<file path="src/rtl/spm_dma.sv">
// spm_dma -- port-B DMA master for the scratch-pad memory.
//
// Copies (read word, write word) or fills blocks of SPM words through port B
// of the dual-port RAM. A one-cycle start in IDLE latches the command, a
// one-cycle done pulse reports completion, and abort drops back to IDLE
// without a done pulse.
//
// Build option: define SPM_DMA_FILL_EN to enable fill mode. Without it the
// FILL state does not exist, mode and fill_data are ignored, and every
// command is a copy.
//
// Ports:
//   clk        rising-edge clock
//   reset      synchronous active-low reset
//   start      command strobe (accepted only in IDLE)
//   mode       0 = copy, 1 = fill
//   src, dst   source / destination word addresses
//   len        word count, ADDR_W+1 bits, clamped to 2^ADDR_W
//   fill_data  fill pattern
//   abort      cancel the running transfer
//   busy       transfer in progress
//   done       one-cycle completion pulse
//   addrb      RAM port-B address
//   dinb       RAM port-B write data
//   web        RAM port-B write enable
//   doutb      RAM port-B read data (one cycle after address)
//
// state | meaning
// ------+----------------------------------------------
// IDLE  | waiting for start
// RD    | present read address src+i
// WR    | write doutb to dst+i, advance i
// FILL  | write fill pattern to dst+i, advance i
// DONE  | one-cycle completion pulse
module spm_dma #(
  parameter int ADDR_W = 12,
  parameter int DATA_W = 32
) (
  input  logic              clk,
  input  logic              reset,
  input  logic              start,
  input  logic              mode,
  input  logic [ADDR_W-1:0] src,
  input  logic [ADDR_W-1:0] dst,
  input  logic [ADDR_W:0]   len,
  input  logic [DATA_W-1:0] fill_data,
  input  logic              abort,
  output logic              busy,
  output logic              done,
  output logic [ADDR_W-1:0] addrb,
  output logic [DATA_W-1:0] dinb,
  output logic              web,
  input  logic [DATA_W-1:0] doutb
);

  typedef enum logic [2:0] {
    IDLE,
    RD,
    WR,
`ifdef SPM_DMA_FILL_EN
    FILL,
`endif
    DONE
  } state_t;

  state_t            state, state_nxt;
  logic [ADDR_W-1:0] src_q, dst_q, addr_hold;
  logic [ADDR_W:0]   len_q, idx, idx_inc, eff_len;
  logic              last;

  // len[ADDR_W] set means "whole memory" regardless of the low bits.
  assign eff_len = len[ADDR_W] ? {1'b1, {ADDR_W{1'b0}}} : len;
  assign idx_inc = idx + 1'b1;
  assign last    = (idx_inc == len_q);

`ifdef SPM_DMA_FILL_EN
  logic [DATA_W-1:0] fill_q;

  always_ff @(posedge clk) begin
    if (!reset)
      fill_q <= '0;
    else if (state == IDLE && start)
      fill_q <= fill_data;
  end
`else
  logic unused_cfg;
  assign unused_cfg = ^{mode, fill_data};
`endif

  always_ff @(posedge clk) begin
    if (!reset) begin
      state     <= IDLE;
      src_q     <= '0;
      dst_q     <= '0;
      len_q     <= '0;
      idx       <= '0;
      addr_hold <= '0;
    end else begin
      state     <= state_nxt;
      addr_hold <= addrb;
      if (state == IDLE && start) begin
        src_q <= src;
        dst_q <= dst;
        len_q <= eff_len;
        idx   <= '0;
      end else if (web) begin
        idx <= idx_inc;
      end
    end
  end

  always_comb begin
    state_nxt = state;
    busy      = 1'b1;
    done      = 1'b0;
    web       = 1'b0;
    dinb      = '0;
    addrb     = addr_hold;
    unique case (state)
      IDLE: begin
        busy = 1'b0;
        if (start) begin
          if (eff_len == '0)
            state_nxt = DONE;
`ifdef SPM_DMA_FILL_EN
          else if (mode)
            state_nxt = FILL;
`endif
          else
            state_nxt = RD;
        end
      end
      RD: begin
        addrb     = src_q + idx[ADDR_W-1:0];
        state_nxt = abort ? IDLE : WR;
      end
      WR: begin
        addrb     = dst_q + idx[ADDR_W-1:0];
        dinb      = doutb;
        web       = 1'b1;
        state_nxt = abort ? IDLE : (last ? DONE : RD);
      end
`ifdef SPM_DMA_FILL_EN
      FILL: begin
        addrb     = dst_q + idx[ADDR_W-1:0];
        dinb      = fill_q;
        web       = 1'b1;
        state_nxt = abort ? IDLE : (last ? DONE : FILL);
      end
`endif
      DONE: begin
        busy      = 1'b0;
        done      = 1'b1;
        state_nxt = IDLE;
      end
      default: begin
        state_nxt = IDLE;
      end
    endcase
  end

endmodule

</file>
<file path="config.mk">
export PLATFORM = sky130hd
export DESIGN_NAME = spm_dma
export DESIGN_NICKNAME = d
export VERILOG_FILES = /design/src/rtl/spm_dma.sv
export SDC_FILE = /design/constraint.sdc
export NUM_CORES = 1
export LEC_CHECK = 0
export CAP_MARGIN = 40
export CORE_UTILIZATION = 68
export CTS_CLUSTER_DIAMETER = 100
export DETAILED_ROUTE_END_ITERATION = 8
export DONT_BUFFER_PORTS = 1
export GPL_ROUTABILITY_DRIVEN = 0
export GPL_TIMING_DRIVEN = 0
export PLACE_DENSITY = 0.84
export SYNTH_ARGS = -nofsm -noshare
export SYNTH_HDL_FRONTEND = slang
export SYNTH_SLANG_ARGS = --single-unit
</file>
<file path="constraint.sdc">
create_clock -name clk -period 9.9 [get_ports clk]
set_input_delay 1.98 -clock clk [delete_from_list [all_inputs] [get_ports clk]]
set_output_delay 1.98 -clock clk [all_outputs]
set_load 0.01 [all_outputs]
</file>
==> run_results.csv, run 1 <==
group,metric,value,unit
routing,vias,3048,
pwr,p_per_area,141,nW/um2
setup_path,critPathCaptureType,"output pin",
cts,clock_sinks,64,
run_status,status,"complete, no violations",
yosys,synth_nets,514,
floorplanning,fp.dieW,75.0,um
cts,cts-root-buf,"clkbuf_8",
routing,ant_nets,0,
cts,cts_resized,0,
sta,final.setup_skew,0.00869,ns
yosys,synth_top_area_share,35.3,%
min_path,hold_path.class,"reg -> reg",
yosys,yosys_warnings,0,
setup_path,crit_chain,"inv_1, ha_1, clkbuf_1, buf_1, mux2_2, ha_1, inv_1, fa_1, nor2b_1, o21a_1, o21a_1, o41a_4, mux2i_1, or4_1",
sta,worst_slack,3.39,ns
floorplanning,dieArea,5630,um2
yosys,synthArstFlopShare,0,%
yosys,synth_edf_count,0,
setup_path,critical_path.max_fanout,10,
final_layout,syn_to_final_growth,7.31,%
pwr,ir_drop,0.0000965,V
routing,totalWireLength,9510,um
sta,period_minus_slack,6.51,ns
routing,drt_first_pass_iters,5,
sta,timing.hold.ws,0.482,ns
min_path,hp-start,"dst_q[7]$_SDFFE_PN0P_",
yosys,seq_area_frac_synth,35.3,%
floorplanning,fp.dieH,75.0,um
routing,drc,0,
setup_path,rrSetupSlack,5.79,ns
sta,finalHoldViolations,0,
final_layout,drive_gt1_share,11.5,%
global_route,grt_max_degree,12,
yosys,synth_top_flop_cell,"dfxtp_1",
final_layout,nNetsFinal,525,
routing,wl_per_cell,19.9,um
yosys,ys_ff_latch,64,
cts,htree_levels,3,
routing,vias_per_cell,6.36,
setup_path,setup.worst_path.start_class,"flop",
setup_path,path_class,"reg -> out",
yosys,ys_top_cells_by_area,"dfxtp_1 35%, a22o_1 8.9%, and2_1 6.9%, ha_1 5.5%, mux2_2 5.3%",
floorplanning,start_util,71.0,%
placed_design,place_hpwl,6940,um
setup_path,r2r_cells,14,
setup_path,critPathMaxStageDelay,0.58,ns
sta,fin_setup_tns,0,ns
global_route,grt_pass1_vias,2844,
yosys,synth_cells,391,
global_route,overflow,0,
setup_path,crit_path_start,"state[0]$_SDFFE_PN0P_",
yosys,synth_top_cell_by_area,"dfxtp_1",
pwr,finalPower,550,uW
yosys,synth_area,3630,um2
sta,worst_pin_slew,0.803,ns
setup_path,critPathBufInv,4,
cts,cts_tree,"yes",
setup_path,critPathRequiredTime,7.92,ns
sta,finalCritPeriodShare,65.8,%
placed_design,port-buffer-count,0,
cts,ctsHoldBuffers,0,
sta,maxSlewViolCount,0,
pwr,leakagePower,0.00158,uW
placed_design,preCtsSetupSlack,3.79,ns
setup_path,r2r_end,"addr_hold[10]$_SDFF_PN0_",
setup_path,worst-path-stages,14,
cts,insertion_delay,0.36,ns
sta,max_slew_margin,46.5,%
sta,finalSetupViolations,0,
setup_path,rr_startpoint,"state[0]$_SDFFE_PN0P_",
global_route,antenna_found_initial,2,
cts,cts_setup_buffers,0,
floorplanning,core,5110,um2
cts,cts_buffers,9,
floorplanning,boundaryPins,153,
yosys,synth.avg_cell_area,9.28,um2
yosys,synth_cell_types,52,
global_route,grt_pass1_wl,14600,um
cts,cts_buffer_depth,2,
job,maxCapViolCount,0,
routing,drt_iter0_drc,161,
sta,rsz0062_at_grt,"no",
setup_path,slowest_stage,"or4_1",
setup_path,crit_path_end,"addrb[10]",
floorplanning,rows,26,
sta,max_freq,154,MHz
setup_path,path_delay_family,"buffers and inverters",
cts,clk_pin_slew,0.07,ns
setup_path,cp_data_arrival_time,4.53,ns
global_route,grt_usage,36.1,%
==> registers in the layout (all words and copies together), names as in the netlist <==
register   flops
addr_hold     12
dst_q         12
state          2
len_q         13
src_q         12
idx           13
==> where the power goes <==
part	internal, uW	total [uW]	switching, uW
Clock	95.7	204	108
Sequential	270	277	7.38
Combinational	28.2	68.8	40.7
Total	394	550	156
==> cells by family (layout without fill, tap and decap cells) <==
group,count (synthesis),count (layout),share of synthesized area (%)
adder cells (fa/ha/maj),17,17,6.07
multiplexers,21,21,6.52
AO/OA/AOI/OAI,81,81,18.2
other,0,2,0
XOR/XNOR,34,34,8.21
flip-flops,64,64,35.3
AND/OR/NAND/NOR,140,140,22.1
buffers and inverters,34,50,3.59
==> layout make-up <==
type / instances / area (um2)
clock buffer: 10 / 138
clock inverter: 6 / 35.0
tap: 70 / 87.6
inverter: 9 / 33.8
buffer: 25 / 96.3
sequential: 64 / 1280
fill: 382 / 1210
multi-input combinational: 293 / 2220
antenna: 2 / 5.00
==> cell usage after synthesis, types with 8 or more instances <==
master and number:
dfxtp_1 64, and2_1 40, a22o_1 37, nor2_1 22, clkbuf_1 21, xor2_1 21
nand2_1 19, mux2_2 17, ha_1 16, xnor2_1 13, nand3_1 10, a21oi_1 9
inv_1 9, nand4_1 9, nor3_1 8
==> through the flow <==
stage | instance area (um2) | instances | util, %
after floorplan | 3630 | 391 | -
after global placement | 3710 | 461 | 72.7
after detailed placement | 3710 | 461 | 72.7
after CTS | 3890 | 477 | 76.1
after global routing | 3890 | 479 | 76.2
final | 3890 | 479 | 76.2
==> placed cells by master (no fill, tap or decap), drive strengths merged, types with 3 or more instances in the layout <==
| cell type | synthesis | layout |
|---|---|---|
| buf | 4 | 4 |
| nand3 | 10 | 10 |
| a21oi | 9 | 9 |
| ha | 16 | 16 |
| o21a | 4 | 4 |
| nor4 | 6 | 6 |
| nor3 | 8 | 8 |
| nor2 | 24 | 24 |
| nand2 | 19 | 19 |
| nand4 | 10 | 10 |
| a22o | 37 | 37 |
| clkinv | 0 | 4 |
| and3 | 4 | 4 |
| a21o | 4 | 4 |
| a31oi | 3 | 3 |
| and2 | 40 | 40 |
| clkbuf | 21 | 31 |
| xor2 | 21 | 21 |
| a41oi | 4 | 4 |
| mux2i | 3 | 3 |
| inv | 9 | 9 |
| o21ai | 6 | 6 |
| nand3b | 3 | 3 |
| mux2 | 18 | 18 |
| dfxtp | 64 | 64 |
| xnor2 | 13 | 13 |
| nor2b | 4 | 4 |
==> how the worst min path moves through the flow <==
stage | to | depth (start not counted)
final | dst_q[7]$_SDFFE_PN0P_ | 1
after detailed placement | dst_q[3]$_SDFFE_PN0P_ | 1
after global placement | dst_q[8]$_SDFFE_PN0P_ | 1
after CTS | dst_q[1]$_SDFFE_PN0P_ | 1
after global routing | dst_q[1]$_SDFFE_PN0P_ | 1
after floorplan | dst_q[0]$_SDFFE_PN0P_ | 1
==> routing by layer <==
| metal | wire length (um) | share of wire [%] | vias up | GRT usage [%] |
|---|---|---|---|---|
| met4 | 189 | 2.0 | 0 | 15.9 |
| met1 | 3700 | 39 | 1439 | 41.1 |
| met2 | 4850 | 51 | 159 | 59.6 |
| met3 | 769 | 8.1 | 21 | 14.7 |
| met5 | 0 | 0 | - | 0 |
| li1 | - | - | 1429 | - |
No activity file was read; power rests on OpenSTA's default activity.
==> inputs of run 2 (changes only) <==
--- a/config.mk
+++ b/config.mk
@@ -6,13 +6,13 @@
 export NUM_CORES = 1
 export LEC_CHECK = 0
 export CAP_MARGIN = 40
-export CORE_UTILIZATION = 68
+export CORE_UTILIZATION = 64
 export CTS_CLUSTER_DIAMETER = 100
 export DETAILED_ROUTE_END_ITERATION = 8
 export DONT_BUFFER_PORTS = 1
 export GPL_ROUTABILITY_DRIVEN = 0
 export GPL_TIMING_DRIVEN = 0
-export PLACE_DENSITY = 0.84
+export PLACE_DENSITY = 0.8
 export SYNTH_ARGS = -nofsm -noshare
 export SYNTH_HDL_FRONTEND = slang
 export SYNTH_SLANG_ARGS = --single-unit
==> constraint.sdc (replaced) <==
create_clock -name clk -period 6.8 [get_ports clk]
set_input_delay 1.36 -clock clk [delete_from_list [all_inputs] [get_ports clk]]
set_output_delay 1.36 -clock clk [all_outputs]
set_load 0.01 [all_outputs]
==> run_results.csv, run 2 (synthesized netlist as in run 1, its figures left out) <==
group,metric,value,unit
cts,ctsHoldBuffers,0,
cts,cts_resized,0,
floorplanning,start_util,66.3,%
sta,worst_slack,0.908,ns
setup_path,critical_path.max_fanout,10,
sta,max_freq,170,MHz
setup_path,slowest_stage,"or4_1",
cts,clk_pin_slew,0.07,ns
job,maxCapViolCount,0,
sta,worst_pin_slew,0.822,ns
cts,cts_setup_buffers,0,
sta,period_minus_slack,5.89,ns
placed_design,port-buffer-count,0,
placed_design,place_hpwl,6880,um
floorplanning,rows,27,
pwr,p_per_area,204,nW/um2
final_layout,insertedDiodeCount,0,
floorplanning,dieArea,5970,um2
routing,totalWireLength,8960,um
setup_path,critPathCaptureType,"output pin",
global_route,grt_usage,31.2,%
final_layout,largestRegisters,"idx: 13 flops, len_q: 13 flops",
floorplanning,boundaryPins,153,
setup_path,cp_data_arrival_time,4.53,ns
setup_path,setup.worst_path.start_class,"flop",
sta,finalHoldViolations,0,
cts,cts_buffers,9,
sta,max_slew_margin,45.2,%
routing,drc,0,
setup_path,crit_chain,"ha_1, clkbuf_1, buf_1, mux2_2, ha_1, inv_1, fa_1, nor2b_1, o21a_1, o21a_1, o41a_4, mux2i_1, or4_1",
global_route,grt_pass1_vias,2859,
routing,drt_first_pass_iters,5,
cts,cts_buffer_depth,2,
final_layout,drive_gt1_share,10.8,%
pwr,leakagePower,0.00158,uW
setup_path,rrSetupSlack,2.68,ns
routing,ant_nets,0,
cts,insertion_delay,0.35,ns
final_layout,multi_input_area,2220,um2
global_route,overflow,0,
global_route,antenna_found_initial,0,
sta,final.setup_skew,0.00747,ns
routing,vias_per_cell,6.28,
sta,maxSlewViolCount,0,
run_status,status,"complete, no violations",
sta,finalCritPeriodShare,86.6,%
sta,finalSetupViolations,0,
global_route,grt_pass1_wl,14200,um
final_layout,fill_cells,424,
routing,wl_per_cell,18.7,um
final_layout,nNetsFinal,525,
final_layout,seq_area,1280,um2
min_path,hold_path.class,"reg -> reg",
sta,rsz0062_at_grt,"no",
setup_path,critPathRequiredTime,5.44,ns
final_layout,syn_to_final_growth,7.07,%
placed_design,preCtsSetupSlack,1.31,ns
global_route,grt_max_degree,11,
sta,fin_setup_tns,0,ns
pwr,ir_drop,0.000151,V
routing,drt_iter0_drc,199,
cts,cts-root-buf,"clkbuf_8",
final_layout,mostFrequentLayoutCell,"dfxtp_1",
final_layout,final_core_util,71.0,%
floorplanning,core,5470,um2
setup_path,critPathMaxStageDelay,0.58,ns
cts,clock_sinks,64,
routing,vias,3007,
setup_path,path_class,"reg -> out",
floorplanning,fp.dieW,77.3,um
final_layout,final_cell_mix,"64 x dfxtp_1, 40 x and2_1, 37 x a22o_1",
cts,cts_tree,"yes",
cts,htree_levels,3,
floorplanning,fp.dieH,77.3,um
[run 2: cell types whose count changed in the layout (fill, tap and decap cells not counted)]
cell | previous run | this run
clkbuf_1 | 21 | 24
clkinv_2 | 4 | 2
clkinvlp_4 | 2 | 1
diode_2 | 2 | 0
[run 2: layout make-up]
cell class	count	area share, %
multi-input combinational	293	57.1
sequential	64	33.0
clock buffer	13	3.83
buffer	25	2.48
tap	72	2.32
inverter	9	0.870
clock inverter	3	0.451
[run 2: where the power goes]
group / switching [uW] / internal (uW) / total, uW
clock network: 147 / 141 / 288
registers: 10.6 / 393 / 404
logic: 58.8 / 41.1 / 99.9
total: 216 / 575 / 791
[run 2: critical path, delay by kind of cell (launching register included)]
family | cells | cell delay (ns)
fa+ha+maj | 3 | 0.80
simple gates | 2 | 0.64
buf+inv | 3 | 1.01
compound gates | 3 | 0.75
flops | 1 | 0.41
mux | 2 | 0.56
[run 2: routing by layer]
layer,GRT usage [%],part of all wire [%],vias up
li1,-,-,1424
met1,36.6,42,1449
met2,53.5,50,119
met3,10.4,6.2,15
met4,9.25,1.8,0
met5,0,0,-
[run 2: final timing paths]
path	cells after the start	start	end
hold / removal	1	dst_q[6]$_SDFFE_PN0P_	dst_q[6]$_SDFFE_PN0P_
setup / recovery	13	state[1]$_SDFFE_PN0P_	addrb[10]
setup reg to reg	13	state[1]$_SDFFE_PN0P_	addr_hold[10]$_SDFF_PN0_
hold reg to reg	1	dst_q[6]$_SDFFE_PN0P_	dst_q[6]$_SDFFE_PN0P_
[run 2: metrics by stage]
step / cell area (um2) / cells / hold WS, ns / total power [uW]
finish: 3880 / 479 / 0.483 / 791
floorplan: 3630 / 391 / 0.443 / 486
CTS: 3880 / 479 / 0.480 / 792
global placement: 3720 / 463 / 0.457 / 507
global route: 3880 / 479 / 0.495 / 819
detailed placement: 3720 / 463 / 0.457 / 510
==> inputs of run 3 (changes only) <==
--- a/config.mk
+++ b/config.mk
@@ -6,13 +6,12 @@
 export NUM_CORES = 1
 export LEC_CHECK = 0
 export CAP_MARGIN = 40
-export CORE_UTILIZATION = 64
+export CORE_UTILIZATION = 43
 export CTS_CLUSTER_DIAMETER = 100
 export DETAILED_ROUTE_END_ITERATION = 8
-export DONT_BUFFER_PORTS = 1
 export GPL_ROUTABILITY_DRIVEN = 0
 export GPL_TIMING_DRIVEN = 0
-export PLACE_DENSITY = 0.8
+export PLACE_DENSITY = 0.81
 export SYNTH_ARGS = -nofsm -noshare
 export SYNTH_HDL_FRONTEND = slang
 export SYNTH_SLANG_ARGS = --single-unit
==> run_results.csv, run 3 (synthesized netlist as in run 1, its figures left out) <==
group,metric,value,unit
run_status,status,"complete, no violations",
floorplanning,boundaryPins,153,
setup_path,rr_startpoint,"state[1]$_SDFFE_PN0P_",
final_layout,final_core_util,63.7,%
pwr,p_per_area,188,nW/um2
sta,maxSlewViolCount,0,
floorplanning,fp.dieH,93.8,um
sta,max_slew_margin,47.0,%
floorplanning,dieArea,8810,um2
cts,clock_sinks,64,
placed_design,place_hpwl,7470,um
global_route,grt_pass1_vias,3344,
global_route,grt_usage,23.2,%
sta,finalCritPeriodShare,92.6,%
routing,wl_per_cell,15.7,um
setup_path,cp_data_arrival_time,4.94,ns
floorplanning,start_util,44.4,%
setup_path,critPathRequiredTime,5.44,ns
setup_path,r2r_cells,13,
min_path,hold_path.class,"reg -> reg",
cts,htree_levels,3,
setup_path,crit_path_start,"state[1]$_SDFFE_PN0P_",
pwr,ir_drop,0.000110,V
cts,cts_resized,0,
pwr,leakagePower,0.00206,uW
routing,drt_iter0_drc,114,
cts,cts_setup_buffers,0,
setup_path,critPathCaptureType,"output pin",
cts,insertion_delay,0.35,ns
floorplanning,fp.dieW,93.8,um
sta,finalSetupViolations,0,
setup_path,r2r_end,"addr_hold[10]$_SDFF_PN0_",
global_route,grt_max_degree,12,
placed_design,port-buffer-count,119,
job,maxCapViolCount,0,
setup_path,rrSetupSlack,2.73,ns
global_route,grt_pass1_wl,15800,um
final_layout,final_cell_mix,"119 x clkdlybuf4s50_1, 64 x dfxtp_1, 40 x and2_1",
final_layout,largestRegisters,"idx: 13 flops, len_q: 13 flops",
cts,cts_tree,"yes",
sta,rsz0062_at_grt,"no",
final_layout,drive_gt1_share,8.94,%
setup_path,path_class,"reg -> out",
floorplanning,core,8180,um2
sta,worst_pin_slew,0.795,ns
routing,drc,0,
routing,ant_nets,0,
cts,cts-root-buf,"clkbuf_8",
final_layout,nNetsFinal,644,
cts,cts_buffer_depth,2,
routing,vias_per_cell,5.42,
cts,ctsHoldBuffers,0,
final_layout,insertedDiodeCount,0,
routing,totalWireLength,9900,um
sta,max_freq,159,MHz
sta,fin_setup_tns,0,ns
floorplanning,rows,33,
sta,final.setup_skew,0.00789,ns
final_layout,mostFrequentLayoutCell,"clkdlybuf4s50_1",
setup_path,critical_path.max_fanout,10,
sta,finalHoldViolations,0,
global_route,antenna_found_initial,0,
cts,clk_pin_slew,0.08,ns
routing,drt_first_pass_iters,4,
min_path,hold_depth,1,
global_route,overflow,0,
setup_path,crit_path_end,"addrb[10]",
cts,cts_buffers,9,
sta,period_minus_slack,6.30,ns
setup_path,setup.worst_path.start_class,"flop",
final_layout,syn_to_final_growth,43.5,%
routing,vias,3419,
## run 3: cell type report
type / instances / area [um2]
plain buffers: 25 / 96.3
repair buffers: 119 / 1190
fillers: 659 / 2970
flip-flops and latches: 64 / 1280
multi-input cells: 293 / 2220
inverters: 9 / 33.8
well taps: 105 / 131
clock inverters: 5 / 103
clock buffers: 11 / 151
## run 3: power breakdown
| part | total [uW] | switching, uW | internal (uW) | leakage (uW) |
|---|---|---|---|---|
| Clock | 414 | 151 | 263 | 0.000126 |
| Sequential | 403 | 10.4 | 393 | 0.000521 |
| Combinational | 161 | 69.2 | 92.0 | 0.00142 |
## run 3: worst min-delay path by stage
stage,start,to,slack [ns]
2_1_floorplan,dst_q[0]$_SDFFE_PN0P_,dst_q[0]$_SDFFE_PN0P_,0.44
3_3_place_gp,dst_q[6]$_SDFFE_PN0P_,dst_q[6]$_SDFFE_PN0P_,0.46
3_5_place_dp,dst_q[2]$_SDFFE_PN0P_,dst_q[2]$_SDFFE_PN0P_,0.46
4_1_cts,src_q[7]$_SDFFE_PN0P_,src_q[7]$_SDFFE_PN0P_,0.48
5_1_grt,src_q[3]$_SDFFE_PN0P_,src_q[3]$_SDFFE_PN0P_,0.50
6_report,src_q[7]$_SDFFE_PN0P_,src_q[7]$_SDFFE_PN0P_,0.48
## run 3: critical path, stage by stage (launching register included)
cell and delay (ns):
dfxtp_1 0.41, ha_1 0.30, clkbuf_1 0.44, buf_1 0.52, mux2_2 0.41, ha_1 0.22
inv_1 0.08, fa_1 0.20, nor2b_1 0.06, o21a_1 0.18, o21a_1 0.20, o41a_4 0.38
mux2i_1 0.15, or4_1 0.53, clkdlybuf4s50_1 0.50
## run 3: layer usage
layer  vias up  track usage (%)  share of wire (%)
met3        14             5.02                5.5
met2        99             40.3                 48
li1       1665                -                  -
met4         0             7.18                1.5
met1      1641             28.5                 45
met5         -                0                  0
## run 3: per-stage QoR
stage	setup slack, ns	power [uW]	instance area (um2)	hold slack (ns)	instances
after detailed placement	0.908	571	4950	0.460	615
after CTS	0.500	983	5200	0.481	631
after global placement	0.958	567	4950	0.455	615
after global routing	0.278	1020	5200	0.499	631
after floorplan	1.90	486	3630	0.443	391
final	0.504	979	5200	0.479	631
